`src/rtl/fft_reorder_buf_if.sv`:
```
// Sample stream bundle for fft_reorder_buf.
// Input side carries per-frame config; output side carries index/last.
interface fft_reorder_buf_if #(
    parameter int DATA_WID     = 16,
    parameter int LOG2_FFT_LEN = 6,
    parameter int STG_WID      = 3
);
    logic                    mode_i;
    logic [STG_WID-1:0]      stage_i;
    logic                    in_valid_i;
    logic                    in_ready_o;
    logic [DATA_WID-1:0]     in_re_i;
    logic [DATA_WID-1:0]     in_im_i;
    logic                    out_valid_o;
    logic                    out_ready_i;
    logic [DATA_WID-1:0]     out_re_o;
    logic [DATA_WID-1:0]     out_im_o;
    logic                    out_last_o;
    logic [LOG2_FFT_LEN-1:0] out_idx_o;

    modport slave (
        input  mode_i, stage_i, in_valid_i,
        input  in_re_i, in_im_i, out_ready_i,
        output in_ready_o, out_valid_o, out_re_o,
        output out_im_o, out_last_o, out_idx_o
    );

    modport master (
        output mode_i, stage_i, in_valid_i,
        output in_re_i, in_im_i, out_ready_i,
        input  in_ready_o, out_valid_o, out_re_o,
        input  out_im_o, out_last_o, out_idx_o
    );
endinterface

```
`src/rtl/fft_reorder_buf.sv`:
```
// Ping-pong frame buffer emitting natural or partial bit-reversed order.
// One bank loads while the other drains through a single output register.
module fft_reorder_buf #(
    parameter int FFT_LEN      = 64,
    parameter int LOG2_FFT_LEN = 6,
    parameter int DATA_WID     = 16,
    parameter int STG_WID      = 3
) (
    input logic              clk_i,
    input logic              rst_n_i,
    input logic              flush_i,
    fft_reorder_buf_if.slave io
);
    localparam int LG = LOG2_FFT_LEN;
    localparam int SW = 2 * DATA_WID;

    typedef logic [LG-1:0] cnt_t;
    typedef logic [STG_WID-1:0] stg_t;
    typedef enum logic {IDLE, STREAM} rd_st_t;

    logic [SW-1:0] mem [2][FFT_LEN];
    logic [1:0]    full;
    logic          wr_sel;
    logic          rd_sel;
    cnt_t          wr_cnt;
    cnt_t          rd_cnt;
    logic [1:0]    cfg_mode;
    stg_t          cfg_stage [2];
    rd_st_t        st;
    rd_st_t        st_nxt;
    logic          wr_acc;
    logic          wr_end;
    logic          can_ld;
    logic          ld;
    logic          rd_end;
    cnt_t          rd_addr;

    // Low K bits reversed, where K = LG - s; the full reverse
    // shifted right by s lands exactly those bits in place.
    function automatic cnt_t perm(input cnt_t k, input logic m,
                                  input stg_t s);
        cnt_t rev;
        stg_t kw;
        for (int i = 0; i < LG; i++)
            rev[i] = k[LG-1-i];
        kw = stg_t'(LG) - s;
        if (m && (s <= stg_t'(LG)) && (kw >= stg_t'(2)))
            perm = ((k >> kw) << kw) | (rev >> s);
        else
            perm = k;
    endfunction

    assign io.in_ready_o = rst_n_i & ~full[wr_sel];
    assign wr_acc  = io.in_valid_i & io.in_ready_o;
    assign wr_end  = wr_acc && (wr_cnt == cnt_t'(FFT_LEN - 1));
    assign rd_end  = (rd_cnt == cnt_t'(FFT_LEN - 1));
    assign rd_addr = perm(rd_cnt, cfg_mode[rd_sel], cfg_stage[rd_sel]);
    assign can_ld  = ~io.out_valid_o | io.out_ready_i;

    // Sample storage; contents are not cleared by reset.
    always_ff @(posedge clk_i) begin
        if (wr_acc && !flush_i)
            mem[wr_sel][wr_cnt] <= {io.in_re_i, io.in_im_i};
    end

    // Write pointer and per-bank config captured on a frame's first beat.
    always_ff @(posedge clk_i or negedge rst_n_i) begin
        if (!rst_n_i) begin
            wr_cnt       <= '0;
            wr_sel       <= 1'b0;
            cfg_mode     <= '0;
            cfg_stage[0] <= '0;
            cfg_stage[1] <= '0;
        end else if (flush_i) begin
            wr_cnt       <= '0;
            wr_sel       <= 1'b0;
            cfg_mode     <= '0;
            cfg_stage[0] <= '0;
            cfg_stage[1] <= '0;
        end else if (wr_acc) begin
            if (wr_cnt == '0) begin
                cfg_mode[wr_sel]  <= io.mode_i;
                cfg_stage[wr_sel] <= io.stage_i;
            end
            wr_cnt <= wr_cnt + cnt_t'(1);
            if (wr_end)
                wr_sel <= ~wr_sel;
        end
    end

    // Bank-full flags: writer sets on frame end, reader clears after last load.
    always_ff @(posedge clk_i or negedge rst_n_i) begin
        if (!rst_n_i) begin
            full <= '0;
        end else if (flush_i) begin
            full <= '0;
        end else begin
            if (ld && rd_end)
                full[rd_sel] <= 1'b0;
            if (wr_end)
                full[wr_sel] <= 1'b1;
        end
    end

    // Output register and read pointer.
    always_ff @(posedge clk_i or negedge rst_n_i) begin
        if (!rst_n_i) begin
            rd_cnt         <= '0;
            rd_sel         <= 1'b0;
            io.out_valid_o <= 1'b0;
            io.out_re_o    <= '0;
            io.out_im_o    <= '0;
            io.out_last_o  <= 1'b0;
            io.out_idx_o   <= '0;
        end else if (flush_i) begin
            rd_cnt         <= '0;
            rd_sel         <= 1'b0;
            io.out_valid_o <= 1'b0;
            io.out_re_o    <= '0;
            io.out_im_o    <= '0;
            io.out_last_o  <= 1'b0;
            io.out_idx_o   <= '0;
        end else if (ld) begin
            {io.out_re_o, io.out_im_o} <= mem[rd_sel][rd_addr];
            io.out_idx_o   <= rd_addr;
            io.out_last_o  <= rd_end;
            io.out_valid_o <= 1'b1;
            rd_cnt         <= rd_cnt + cnt_t'(1);
            if (rd_end)
                rd_sel <= ~rd_sel;
        end else if (io.out_ready_i) begin
            io.out_valid_o <= 1'b0;
        end
    end

    // Reader state register.
    always_ff @(posedge clk_i or negedge rst_n_i) begin
        if (!rst_n_i)
            st <= IDLE;
        else if (flush_i)
            st <= IDLE;
        else
            st <= st_nxt;
    end

    // Reader next state; chains into the other bank without a bubble.
    always_comb begin
        st_nxt = st;
        unique case (st)
            IDLE:
                if (ld)
                    st_nxt = STREAM;
            STREAM:
                if (ld && rd_end)
                    st_nxt = full[~rd_sel] ? STREAM : IDLE;
        endcase
    end

    // Reader load strobe; IDLE loads directly so latency stays one cycle.
    always_comb begin
        ld = 1'b0;
        unique case (st)
            IDLE:   ld = full[rd_sel] & can_ld;
            STREAM: ld = can_ld;
        endcase
    end
endmodule

```
`src/flat_wrapper.sv`:
```
// flat-port wrapper written by rule: the top's interface ports become plain ports
module fft_reorder_buf_flat 
#(
    parameter int FFT_LEN      = 64,
    parameter int LOG2_FFT_LEN = 6,
    parameter int DATA_WID     = 16,
    parameter int STG_WID      = 3
)
  (clk_i, rst_n_i, flush_i, io_mode_i, io_stage_i, io_in_valid_i, io_in_re_i, io_in_im_i, io_out_ready_i, io_in_ready_o, io_out_valid_o, io_out_re_o, io_out_im_o, io_out_last_o, io_out_idx_o);
  fft_reorder_buf_if #(.DATA_WID(DATA_WID), .LOG2_FFT_LEN(LOG2_FFT_LEN), .STG_WID(STG_WID)) io_i ();
  input logic clk_i;
  input logic rst_n_i;
  input logic flush_i;
  input wire logic [$bits(io_i.mode_i)-1:0] io_mode_i;
  input wire logic [$bits(io_i.stage_i)-1:0] io_stage_i;
  input wire logic [$bits(io_i.in_valid_i)-1:0] io_in_valid_i;
  input wire logic [$bits(io_i.in_re_i)-1:0] io_in_re_i;
  input wire logic [$bits(io_i.in_im_i)-1:0] io_in_im_i;
  input wire logic [$bits(io_i.out_ready_i)-1:0] io_out_ready_i;
  output wire logic [$bits(io_i.in_ready_o)-1:0] io_in_ready_o;
  output wire logic [$bits(io_i.out_valid_o)-1:0] io_out_valid_o;
  output wire logic [$bits(io_i.out_re_o)-1:0] io_out_re_o;
  output wire logic [$bits(io_i.out_im_o)-1:0] io_out_im_o;
  output wire logic [$bits(io_i.out_last_o)-1:0] io_out_last_o;
  output wire logic [$bits(io_i.out_idx_o)-1:0] io_out_idx_o;
  assign io_i.mode_i = io_mode_i;
  assign io_i.stage_i = io_stage_i;
  assign io_i.in_valid_i = io_in_valid_i;
  assign io_i.in_re_i = io_in_re_i;
  assign io_i.in_im_i = io_in_im_i;
  assign io_i.out_ready_i = io_out_ready_i;
  assign io_in_ready_o = io_i.in_ready_o;
  assign io_out_valid_o = io_i.out_valid_o;
  assign io_out_re_o = io_i.out_re_o;
  assign io_out_im_o = io_i.out_im_o;
  assign io_out_last_o = io_i.out_last_o;
  assign io_out_idx_o = io_i.out_idx_o;
  fft_reorder_buf #(.FFT_LEN(FFT_LEN), .LOG2_FFT_LEN(LOG2_FFT_LEN), .DATA_WID(DATA_WID), .STG_WID(STG_WID)) u_core (.clk_i(clk_i), .rst_n_i(rst_n_i), .flush_i(flush_i), .io(io_i));
endmodule
```
`config.mk`:
```
export PLATFORM = sky130hd
export DESIGN_NAME = fft_reorder_buf_flat
export DESIGN_NICKNAME = d
export VERILOG_FILES = /design/src/rtl/fft_reorder_buf_if.sv /design/src/rtl/fft_reorder_buf.sv /design/src/flat_wrapper.sv
export SDC_FILE = /design/constraint.sdc
export NUM_CORES = 2
export LEC_CHECK = 0
export BUFFER_PORTS_ARGS = -buffer_cell sky130_fd_sc_hd__clkbuf_2
export CAP_MARGIN = 20
export CELL_PAD_IN_SITES_DETAIL_PLACEMENT = 1
export CELL_PAD_IN_SITES_GLOBAL_PLACEMENT = 1
export CORE_ASPECT_RATIO = 0.6
export CORE_UTILIZATION = 30
export CTS_CLUSTER_DIAMETER = 200
export DETAILED_ROUTE_END_ITERATION = 10
export PLACE_DENSITY = 0.6
export RECOVER_POWER = 100
export SYNTH_ARGS = -nofsm -noshare
export SYNTH_HDL_FRONTEND = slang
export SYNTH_SLANG_ARGS = --single-unit
```
`constraint.sdc`:
```
create_clock -name clk_i -period 5.45 [get_ports clk_i]
set_input_delay 1.635 -clock clk_i [delete_from_list [all_inputs] [get_ports clk_i]]
set_output_delay 1.635 -clock clk_i [all_outputs]
set_load 0.05 [all_outputs]
```
==> impl_metrics.env <==
export IMPL_synthCells=10427
export IMPL_max_freq_mhz=177
export IMPL_period_needed_ns=5.64
export IMPL_place_inst=17607
export IMPL_synth_distinct_cells=75
export IMPL_fin_crit_sh_pct=104
export IMPL_dpl_hpwl_um=348000
export IMPL_synth_top_family_by_area="simple AND/OR/NAND/NOR gates"
export IMPL_dieArea_mm2=0.547
export IMPL_cts_setup_buffers=0
export IMPL_syn_to_final_growth_pct=15.4
export IMPL_num_vias=100907
export IMPL_drtIter0Drc=14795
export IMPL_worstPathMaxFanout=59
export IMPL_maxSlewViolCount=2810
export IMPL_final_setup_viol_count=471
export IMPL_drv_cap=48
export IMPL_cts_resized=0
export IMPL_path_delay_family="buffers and inverters"
export IMPL_async_flop_share_pct=1.56
export IMPL_yosys_area_share_simple_pct=8.14
export IMPL_synth_cell_area_mm2=0.163
export IMPL_wl_per_cell_um=31.5
export IMPL_p_leak_uw=0.0586
export IMPL_tightest_slew_ns=4.83
export IMPL_crit_buf_inv=2
export IMPL_antenna_found_initial=59
export IMPL_arrival_ns=6.27
export IMPL_synth_xor_area_share_pct=0.0591
export IMPL_crit_end="u_core.mem[0][1313]"
export IMPL_grt_max_degree=129
export IMPL_drc=0
export IMPL_worstSetupStartpointType="input port"
export IMPL_cp_required_ns=6.07
export IMPL_crit_cells=2
export IMPL_grt_pass1_vias=97838
export IMPL_crit_path_top_delay_cell="clkbuf_1"
export IMPL_hold_viol_final=0
export IMPL_final_cell_mix="edfxtp_1, nand2_1, nand3_1"
export IMPL_fin_cells=18315
export IMPL_clk_path_buf_depth=4
export IMPL_cts_made_buffers=373
export IMPL_initial_core_util_pct=30.2
export IMPL_utilization_pct=34.8
export IMPL_synth_seq_area_share_pct=76.4
export IMPL_p_per_area_mw_per_mm2=354
export IMPL_muxShareOfSynthArea_pct=6.99
export IMPL_hold_class="flip-flop to flip-flop"
export IMPL_grt_use_total_pct=20.4
export IMPL_layout_commonest_cell="edfxtp_1"
export IMPL_clock_skew_ns=0.0558
export IMPL_ctsHoldBuffers=0
export IMPL_core_mm2=0.541
export IMPL_first_pass_iters=6
export IMPL_clock_latency_ns=0.98
export IMPL_synth_seq_cells=4161
export IMPL_die_x_um=954
export IMPL_drive_above_1_share_pct=14.0
export IMPL_synth_edf_count=4096
export IMPL_r2r_slack_ns=0.08
export IMPL_r2r_start="u_core.rd_sel"
export IMPL_slew_headroom_pct=-222
export IMPL_path_class="input port to flip-flop"
export IMPL_cp_startpoint="io_in_im_i[1]"
export IMPL_final_setup_worst_slack_ns=-0.194
export IMPL_whs_ns=0.553
export IMPL_h_tree_depth=5
export IMPL_syn_area_per_cell_um2=15.6
export IMPL_fin_nets=10857
export IMPL_synth_compound_area_share_pct=6.63
export IMPL_synth_fa_ha_area_share_pct=0.0460
export IMPL_vdd_ir_drop_max_v=0.000288
export IMPL_grt_ovfl_total=0
export IMPL_root_buffer="clkbuf_16"
export IMPL_io_pins=82
export IMPL_drt_total_wl_um=577000
export IMPL_reg2reg_depth=14
export IMPL_r2r_end="u_core.io.out_im_o[14]"
export IMPL_yosysWarnings=0
export IMPL_crit_chain="clkbuf_1 -> buf_2"
export IMPL_antenna_left=0
export IMPL_status="finished, violations left"
export IMPL_synth_nets=10474
export IMPL_place_gp_congestion=0.875
export IMPL_via_per_inst=5.51
export IMPL_cts_tree="done"
export IMPL_grt_pass1_wl_um=797000
export IMPL_critical_path_max_stage_delay_ns=3.20
export IMPL_port_buffers=81
export IMPL_synth_ff_type="edfxtp_1"
export IMPL_num_rows=209
export IMPL_worstSetupEndpointType="flip-flop"
export IMPL_violations="max-capacitance violations, max-slew violations, negative setup slack"
export IMPL_clk_pin_slew_worst_paths_ns=0.07
export IMPL_fp_dieH_um=573
export IMPL_numClockSinks=4161
-- worst register-to-register path, delay by kind of cell (launching register included) --
family          cells  cell delay (ns)
simple gates        4             0.75
buf+inv             3             0.85
compound gates      4             2.33
flops               1             0.55
mux                 2             0.50
fa+ha+maj           1             0.33
-- cells by family after synthesis --
family                   count (synthesis)
flip-flops                            4161
adder cells (fa/ha/maj)                  6
XOR/XNOR                                11
AND/OR/NAND/NOR                       3154
multiplexers                           761
AO/OA/AOI/OAI                         1641
buffers and inverters                  693
-- area by class of cell --
cell class,instances,area (um2)
Antenna cell,31,77.6
Clock buffer,467,9850
Clock inverter,208,2050
Fill cell,55316,353000
Inverter,9,36.3
Multi-Input combinational cell,5573,36300
Sequential cell,4161,125000
Tap cell,7174,8980
Timing Repair Buffer,692,6300
-- registers in the layout, indices dropped and copies added, names as in the netlist, 2 cells and up --
register	cells
u_core.mem	4096
u_core.rd_cnt	6
u_core.cfg_stage	6
u_core.io.out_re_o	16
u_core.cfg_mode	2
u_core.wr_cnt	6
u_core.io.out_im_o	16
u_core.io.out_idx_o	6
u_core.full	2
-- synth_stat cells (all sizes together) (7+ instances only) --
master | count | area, um2
o22ai | 186 | 1160
nor4 | 66 | 413
clkbuf | 394 | 1480
a221o | 30 | 300
nand3 | 540 | 2710
o32ai | 29 | 254
xnor2 | 7 | 61.3
nor2 | 225 | 850
o2111ai | 30 | 263
nand4 | 89 | 557
a211o | 32 | 280
nand2 | 2086 | 7830
a22oi | 59 | 443
inv | 9 | 33.8
o2111a | 27 | 304
mux4 | 298 | 6710
o21ai | 133 | 666
a32oi | 9 | 78.8
a311oi | 8 | 76.3
dfrtp | 65 | 1630
o221ai | 61 | 534
or4 | 31 | 233
edfxtp | 4096 | 123000
a21boi | 31 | 233
o31a | 30 | 263
a221oi | 35 | 307
mux2 | 31 | 349
and3 | 38 | 238
buf | 290 | 1320
a211oi | 24 | 185
nor3 | 49 | 250
o211ai | 113 | 848
a21oi | 457 | 2290
a31oi | 289 | 1810
mux2i | 432 | 4340
nor2b | 9 | 56.3
a22o | 28 | 245
-- worst min-delay path by stage --
stage,from,to,slack [ns],cells past startpoint
after detailed placement,u_core.cfg_mode[1],u_core.cfg_mode[1],0.54,2
after CTS,u_core.cfg_mode[1],u_core.cfg_mode[1],0.56,2
after floorplan,u_core.cfg_mode[1],u_core.cfg_mode[1],0.48,2
after global placement,u_core.cfg_mode[1],u_core.cfg_mode[1],0.53,2
after global routing,u_core.cfg_mode[1],u_core.cfg_mode[1],0.58,2
final,u_core.cfg_mode[1],u_core.cfg_mode[1],0.55,2
-- power by group --
group          internal [uW]  switching (uW)  total [uW]
clock                  14500           12400       26900
sequential             35200            65.1       35300
combinational           1280            3290        4570
total                  51000           15700       66700
-- metal layers --
layer | up-vias | part of all wire, % | global-route usage (%)
met2 | 5270 | 40 | 27.8
met4 | 10 | 2.5 | 4.69
met1 | 53548 | 45 | 31.6
met3 | 692 | 12 | 5.84
met5 | - | 0.013 | 0
li1 | 41387 | - | -
-- per-stage QoR --
step                      power (uW)  TNS [ns]  setup WS [ns]  area [um2]
final                          66700    -22.21         -0.194      188000
after global routing           68400   -0.0771        -0.0103      188000
after global placement         40400         0          0.115      179000
after detailed placement       40500         0         0.0741      179000
after floorplan                38100         0          0.677      163000
after CTS                      67000         0         0.0429      191000
Power figures use the tool's default switching activity.
